===== src/rtl/instr_mem_loader.sv =====
// ---------------------------------------------------------------------------
// instr_mem_loader
//
// Purpose: receives a program image as a byte stream over a valid/ready
// handshake and writes it into the instruction memory one 32-bit word at a
// time. Bytes are assembled little-endian. The core is held (cpu_hold) for
// the whole load.
//
// Image format: one length byte N (word count, 0..DEPTH), followed by 4*N
// data bytes. When LOADER_CHECKSUM_EN is defined, one more byte follows the
// data. That byte must equal the XOR of all data bytes.
//
// Optional feature macro: LOADER_CHECKSUM_EN (trailing checksum byte check).
//
// Ports:
//   clk        in   system clock, rising edge
//   reset      in   asynchronous active-low reset
//   start      in   one-cycle pulse, begins a load (only honoured when idle)
//   rx_data    in   incoming byte
//   rx_valid   in   rx_data valid
//   rx_ready   out  loader accepts a byte this cycle (depends on state only)
//   mem_we     out  instruction memory write enable, one cycle per word
//   mem_addr   out  write address (byte address)
//   mem_wdata  out  write data
//   busy       out  load in progress
//   cpu_hold   out  stall request to the core, equal to busy
//   done       out  one-cycle pulse when a load completes successfully
//   error      out  sticky error flag, cleared by the next accepted start
// ---------------------------------------------------------------------------
module instr_mem_loader #(
    parameter int          DEPTH     = 64,
    parameter logic [31:0] BASE_ADDR = 32'h0000_0000,
    parameter logic [31:0] ADDR_STEP = 32'h0000_0004
) (
    input  logic        clk,
    input  logic        reset,
    input  logic        start,
    input  logic [7:0]  rx_data,
    input  logic        rx_valid,
    output logic        rx_ready,
    output logic        mem_we,
    output logic [31:0] mem_addr,
    output logic [31:0] mem_wdata,
    output logic        busy,
    output logic        cpu_hold,
    output logic        done,
    output logic        error
);

    typedef enum logic [2:0] {
        S_IDLE  = 3'd0,
        S_LEN   = 3'd1,
        S_DATA  = 3'd2,
        S_WRITE = 3'd3,
        S_DONE  = 3'd4
`ifdef LOADER_CHECKSUM_EN
        ,
        S_CHECK = 3'd5
`endif
    } state_t;

    // State entered once the last word has been written (or for N=0).
`ifdef LOADER_CHECKSUM_EN
    localparam state_t S_FINISH      = S_CHECK;
    localparam logic   FINISH_CHECKS = 1'b1;
`else
    localparam state_t S_FINISH      = S_DONE;
    localparam logic   FINISH_CHECKS = 1'b0;
`endif

    localparam logic [31:0] DEPTH_W = 32'(DEPTH);

`ifdef LOADER_CHECKSUM_EN
    // Running checksum over the data bytes: plain byte-wise XOR.
    function automatic logic [7:0] csum_next(input logic [7:0] acc, input logic [7:0] b);
        return acc ^ b;
    endfunction
`endif

    state_t      state_q,    state_d;
    logic [7:0]  len_q,      len_d;
    logic [7:0]  idx_q,      idx_d;
    logic [1:0]  bcnt_q,     bcnt_d;
    logic [23:0] asm_q,      asm_d;
    logic        rx_ready_q, rx_ready_d;
    logic        mem_we_q,   mem_we_d;
    logic [31:0] addr_q,     addr_d;
    logic [31:0] wdata_q,    wdata_d;
    logic        busy_q,     busy_d;
    logic        done_q,     done_d;
    logic        error_q,    error_d;
`ifdef LOADER_CHECKSUM_EN
    logic [7:0]  csum_q,     csum_d;
`endif

    logic accept_s;

    // A byte moves only when both sides agree in the same cycle.
    assign accept_s = rx_valid & rx_ready_q;

    // Next-state and next-output logic; every output is registered so that
    // it reflects the state being entered.
    always_comb begin
        state_d    = state_q;
        len_d      = len_q;
        idx_d      = idx_q;
        bcnt_d     = bcnt_q;
        asm_d      = asm_q;
        rx_ready_d = rx_ready_q;
        mem_we_d   = 1'b0;
        addr_d     = addr_q;
        wdata_d    = wdata_q;
        busy_d     = busy_q;
        done_d     = 1'b0;
        error_d    = error_q;
`ifdef LOADER_CHECKSUM_EN
        csum_d     = csum_q;
`endif
        case (state_q)
            S_IDLE: begin
                if (start) begin
                    error_d    = 1'b0;
                    idx_d      = 8'd0;
                    bcnt_d     = 2'd0;
                    asm_d      = 24'd0;
`ifdef LOADER_CHECKSUM_EN
                    csum_d     = 8'd0;
`endif
                    state_d    = S_LEN;
                    rx_ready_d = 1'b1;
                    busy_d     = 1'b1;
                end else begin
                    rx_ready_d = 1'b0;
                    busy_d     = 1'b0;
                end
            end
            S_LEN: begin
                if (accept_s) begin
                    len_d = rx_data;
                    if (rx_data == 8'd0) begin
                        state_d    = S_FINISH;
                        rx_ready_d = FINISH_CHECKS;
                        done_d     = ~FINISH_CHECKS;
                    end else if ({24'd0, rx_data} > DEPTH_W) begin
                        error_d    = 1'b1;
                        state_d    = S_IDLE;
                        rx_ready_d = 1'b0;
                        busy_d     = 1'b0;
                    end else begin
                        state_d = S_DATA;
                    end
                end else begin
                    state_d = S_LEN;
                end
            end
            S_DATA: begin
                if (accept_s) begin
`ifdef LOADER_CHECKSUM_EN
                    csum_d = csum_next(csum_q, rx_data);
`endif
                    if (bcnt_q == 2'd3) begin
                        // 4th byte goes straight to the write data; the
                        // assembly register only ever holds bytes 0..2.
                        state_d    = S_WRITE;
                        rx_ready_d = 1'b0;
                        mem_we_d   = 1'b1;
                        addr_d     = BASE_ADDR + ({24'd0, idx_q} * ADDR_STEP);
                        wdata_d    = {rx_data, asm_q};
                        bcnt_d     = 2'd0;
                    end else begin
                        case (bcnt_q)
                            2'd0:    asm_d[7:0]   = rx_data;
                            2'd1:    asm_d[15:8]  = rx_data;
                            2'd2:    asm_d[23:16] = rx_data;
                            default: asm_d        = asm_q;
                        endcase
                        bcnt_d = bcnt_q + 2'd1;
                    end
                end else begin
                    state_d = S_DATA;
                end
            end
            S_WRITE: begin
                idx_d = idx_q + 8'd1;
                if ((idx_q + 8'd1) == len_q) begin
                    state_d    = S_FINISH;
                    rx_ready_d = FINISH_CHECKS;
                    done_d     = ~FINISH_CHECKS;
                end else begin
                    state_d    = S_DATA;
                    rx_ready_d = 1'b1;
                end
            end
`ifdef LOADER_CHECKSUM_EN
            S_CHECK: begin
                if (accept_s) begin
                    rx_ready_d = 1'b0;
                    if (rx_data == csum_q) begin
                        state_d = S_DONE;
                        done_d  = 1'b1;
                    end else begin
                        // Words already written stay in memory.
                        error_d = 1'b1;
                        state_d = S_IDLE;
                        busy_d  = 1'b0;
                    end
                end else begin
                    state_d = S_CHECK;
                end
            end
`endif
            S_DONE: begin
                state_d    = S_IDLE;
                rx_ready_d = 1'b0;
                busy_d     = 1'b0;
            end
            default: begin
                state_d    = S_IDLE;
                rx_ready_d = 1'b0;
                busy_d     = 1'b0;
            end
        endcase
    end

    // State and registered-output update; reset discards any partial word.
    always_ff @(posedge clk or negedge reset) begin
        if (!reset) begin
            state_q    <= S_IDLE;
            len_q      <= 8'd0;
            idx_q      <= 8'd0;
            bcnt_q     <= 2'd0;
            asm_q      <= 24'd0;
            rx_ready_q <= 1'b0;
            mem_we_q   <= 1'b0;
            addr_q     <= BASE_ADDR;
            wdata_q    <= 32'd0;
            busy_q     <= 1'b0;
            done_q     <= 1'b0;
            error_q    <= 1'b0;
`ifdef LOADER_CHECKSUM_EN
            csum_q     <= 8'd0;
`endif
        end else begin
            state_q    <= state_d;
            len_q      <= len_d;
            idx_q      <= idx_d;
            bcnt_q     <= bcnt_d;
            asm_q      <= asm_d;
            rx_ready_q <= rx_ready_d;
            mem_we_q   <= mem_we_d;
            addr_q     <= addr_d;
            wdata_q    <= wdata_d;
            busy_q     <= busy_d;
            done_q     <= done_d;
            error_q    <= error_d;
`ifdef LOADER_CHECKSUM_EN
            csum_q     <= csum_d;
`endif
        end
    end

    assign rx_ready  = rx_ready_q;
    assign mem_we    = mem_we_q;
    assign mem_addr  = addr_q;
    assign mem_wdata = wdata_q;
    assign busy      = busy_q;
    assign cpu_hold  = busy_q;
    assign done      = done_q;
    assign error     = error_q;

endmodule

===== config.mk =====
export PLATFORM = sky130hd
export DESIGN_NAME = instr_mem_loader
export DESIGN_NICKNAME = d
export VERILOG_FILES = /design/src/rtl/instr_mem_loader.sv
export SDC_FILE = /design/constraint.sdc
export NUM_CORES = 1
export LEC_CHECK = 0
export ABC_CLOCK_PERIOD_IN_PS = 4600
export BUFFER_PORTS_ARGS = -buffer_cell sky130_fd_sc_hd__buf_2
export CAP_MARGIN = 20
export CORE_ASPECT_RATIO = 0.9
export CORE_MARGIN = 8
export CORE_UTILIZATION = 45
export DETAILED_ROUTE_END_ITERATION = 12
export PLACE_DENSITY = 0.67
export SLEW_MARGIN = 0
export SYNTH_ARGS = -nofsm -noshare
export SYNTH_HDL_FRONTEND = slang
export SYNTH_SLANG_ARGS = --single-unit

===== constraint.sdc =====
create_clock -name clk -period 4.6 [get_ports clk]
set_input_delay 0.69 -clock clk [delete_from_list [all_inputs] [get_ports clk]]
set_output_delay 0.69 -clock clk [all_outputs]
set_load 0.02 [all_outputs]

==> results.yml <==
worst_setup_path:
  crit_path_end_kind: "flop"
  critPathKind: "reg2reg"
  crit_path_start: "state_q[0]$_DFFE_PN0P_"
  rrSetupSlack_ns: 2.09
  crit_fanout: 41
  required_ns: 4.83
  reg2regPathDepth: 5
  worstPathArrival_ns: 2.74
  r2r_start: "state_q[0]$_DFFE_PN0P_"
  r2r-end: "mem_addr[7]$_DFFE_PN0P_"
  start_kind: "flop"
final_layout:
  n_fill_cell: 813
  num-nets-final: 391
  antenna_cells: 0
  areaGrowthSynthToFinish_pct: 10.5
  final-seq-area_sq_um: 2250
  multiInputGateArea_sq_um: 1690
  final_layout_size_suffix_gt1_frac: 0.419
  final_area_sq_um: 4600
  layoutNonFillerInstCount: 499
routing:
  drt_iter0_drc: 126
  wirelength_mm: 8.12
  antenna_left: 0
  wl_per_cell_um: 16.3
  first_pass_iters: 4
  drc: 0
  vias: 2562
  vias_per_cell: 5.13
pwr:
  ir_drop_mv: 0.207
  powerDensity_nw_per_um2: 460
  p_leak_nw: 2.42
yosys:
  yosysUniqueCellTypes: 47
  synth.top_cells.by_area: "dfrtp_1 54%, mux2_2 19%, buf_4 4.5%"
  synth_warnings: 0
  syn_inst: 318
  syn-cell-area_sq_um: 4160
  yosysTopAreaCell: "dfrtp_1"
  async_flop_share: 1.00
  seq_area_frac_synth: 0.541
  synth_flop_cell: "dfrtp_1"
  synth-seq-cells: 90
  synth-edff-count: 0
  synth_top_area_frac: 0.541
  syn-mean-instance-area_sq_um: 13.1
timing:
  fin_setup_tns_ns: 0
  rsz0062_at_grt: "false"
  period_share: 0.545
  max_freq_ghz: 0.399
  final_hold_viol_count: 0
  setup_viol: 0
  tightest_slew_ns: 0.977
  clock_skew_ns: 0.00959
  period_minus_slack_ns: 2.51
  final_max_slew_viol_count: 0
  slew_headroom: 0.346
die:
  num_rows: 33
  core_area_sq_um: 9040
  die_h_um: 107
  die_w_um: 117
  die_area_sq_um: 12600
  ios: 82
  initial_utilization: 0.460
cts:
  cts_buffer_depth: 2
  cts_buffers: 9
  ctsResizeCount: 0
  clkTransAtPathRegs_ns: 0.09
  root_buffer: "clkbuf_8"
  post-cts-setup-buffers: 0
  clock_latency_ns: 0.35
  h-tree-depth: 3
  clock-sinks: 90
  cts_tree: "built"
  ctsHoldBuffers: 0
min_path:
  hp-class: "in2async"
global_routing:
  grt_pass1_wl_mm: 13.4
  grt_usage: 0.131
  grt_max_degree: 91
  grt_pass1_vias: 2660
  antenna_found_initial: 0
  grt-ovfl-total: 0
placement:
  gp_congestion: 0.856
  placedInstanceArea_sq_um: 4400
  dpl.hpwl_mm: 5.92
  io_buffers: 57
  place_inst: 484
status:
  status: "finished clean"
run:
  cap_violations: 0
[where the power goes]
part           leakage, nW  internal (W)  total, W  switching [W]
Sequential            1.22      0.000940   0.00106       0.000122
Clock               0.0842      0.000206  0.000471       0.000265
Combinational         1.11      0.000266  0.000582       0.000316
Total                 2.42       0.00141   0.00211       0.000702
[worst max-delay path by stage]
stage,to,slack [ns]
2_1_floorplan,state_q[1]$_DFFE_PN0P_,2.74
3_3_place_gp,mem_addr[7]$_DFFE_PN0P_,2.21
3_5_place_dp,mem_addr[7]$_DFFE_PN0P_,2.08
4_1_cts,mem_addr[6]$_DFFE_PN0P_,2.07
5_1_grt,mem_addr[6]$_DFFE_PN0P_,1.81
6_report,mem_addr[7]$_DFFE_PN0P_,2.09
[flip-flops by register name (all words and copies together), names as in the netlist]
signal	cells
mem_wdata	32
asm_q	24
idx_q	8
len_q	8
mem_addr	8
state_q	3
bcnt_q	2
busy	1
done	1
error	1
mem_we	1
rx_ready	1
[cell usage in the layout (no fill, tap or decap), drive strengths merged, types with 10 or more instances in the layout]
cell and count:
nor2 10, nand2 11, o21ai 11, a21oi 11, and3 12, mux2 72, dfrtp 90, clkbuf 10
conb 24, buf 58
[synthesized netlist by cell type (2+ instances only)]
master	number
a21oi_2	3
a21oi_1	8
or3_1	3
nand3_2	2
mux2_2	70
nand3_1	2
nor2_2	3
xnor2_1	5
o41ai_1	3
inv_1	5
buf_4	25
dfrtp_1	90
and3_1	9
buf_6	7
xor2_1	5
a22o_1	5
ha_1	5
nor2_1	7
and3_4	2
clkbuf_1	2
o32ai_1	2
a31oi_1	3
buf_2	2
nand2_1	10
nand2b_1	4
o21ai_2	2
o21ai_0	9
nor3_1	3
mux2_1	2
nand4_1	3
[stage by stage]
step	utilization	hold WS [ns]	worst slack (ns)	total power (W)
after global routing	0.509	0.193	1.81	0.00225
final	0.509	0.192	2.09	0.00211
after CTS	0.505	0.498	2.07	0.00213
after detailed placement	0.487	0.480	2.08	0.00166
after global placement	0.487	0.474	2.21	0.00163
after floorplan	-	0.394	2.74	0.00152
[layout make-up]
class | instances | share of cell area
Sequential cell | 90 | 0.490
Multi-Input combinational cell | 210 | 0.368
Timing Repair Buffer | 58 | 0.0686
Tap cell | 122 | 0.0332
Clock buffer | 10 | 0.0299
Clock inverter | 4 | 0.00653
Inverter | 5 | 0.00408
[logic make-up after synthesis]
group                      synth area share
adders and majority gates            0.0150
other                              0.000901
xor gates and xnor gates             0.0268
DFF                                   0.541
AOI/OAI and AO/OA                    0.0698
buffers and inverters                0.0728
and+or+nand+nor                      0.0761
muxes                                 0.197
[routing by layer]
metal | vias to the layer above | GRT usage | part of all wire
li1 | 1190 | - | -
met1 | 1285 | 0.168 | 0.45
met2 | 79 | 0.210 | 0.49
met3 | 8 | 0.0362 | 0.055
met4 | 0 | 0.0453 | 0.013
met5 | - | 0 | 0
[critical path: stages, from the launching register on]
cell and delay [ns]:
dfrtp_1 0.50, nor2_2 0.39, nand2_1 0.18, nor2_2 0.19
nand2_2 0.55, mux2_1 0.54
(Power assumes the default switching activity.)
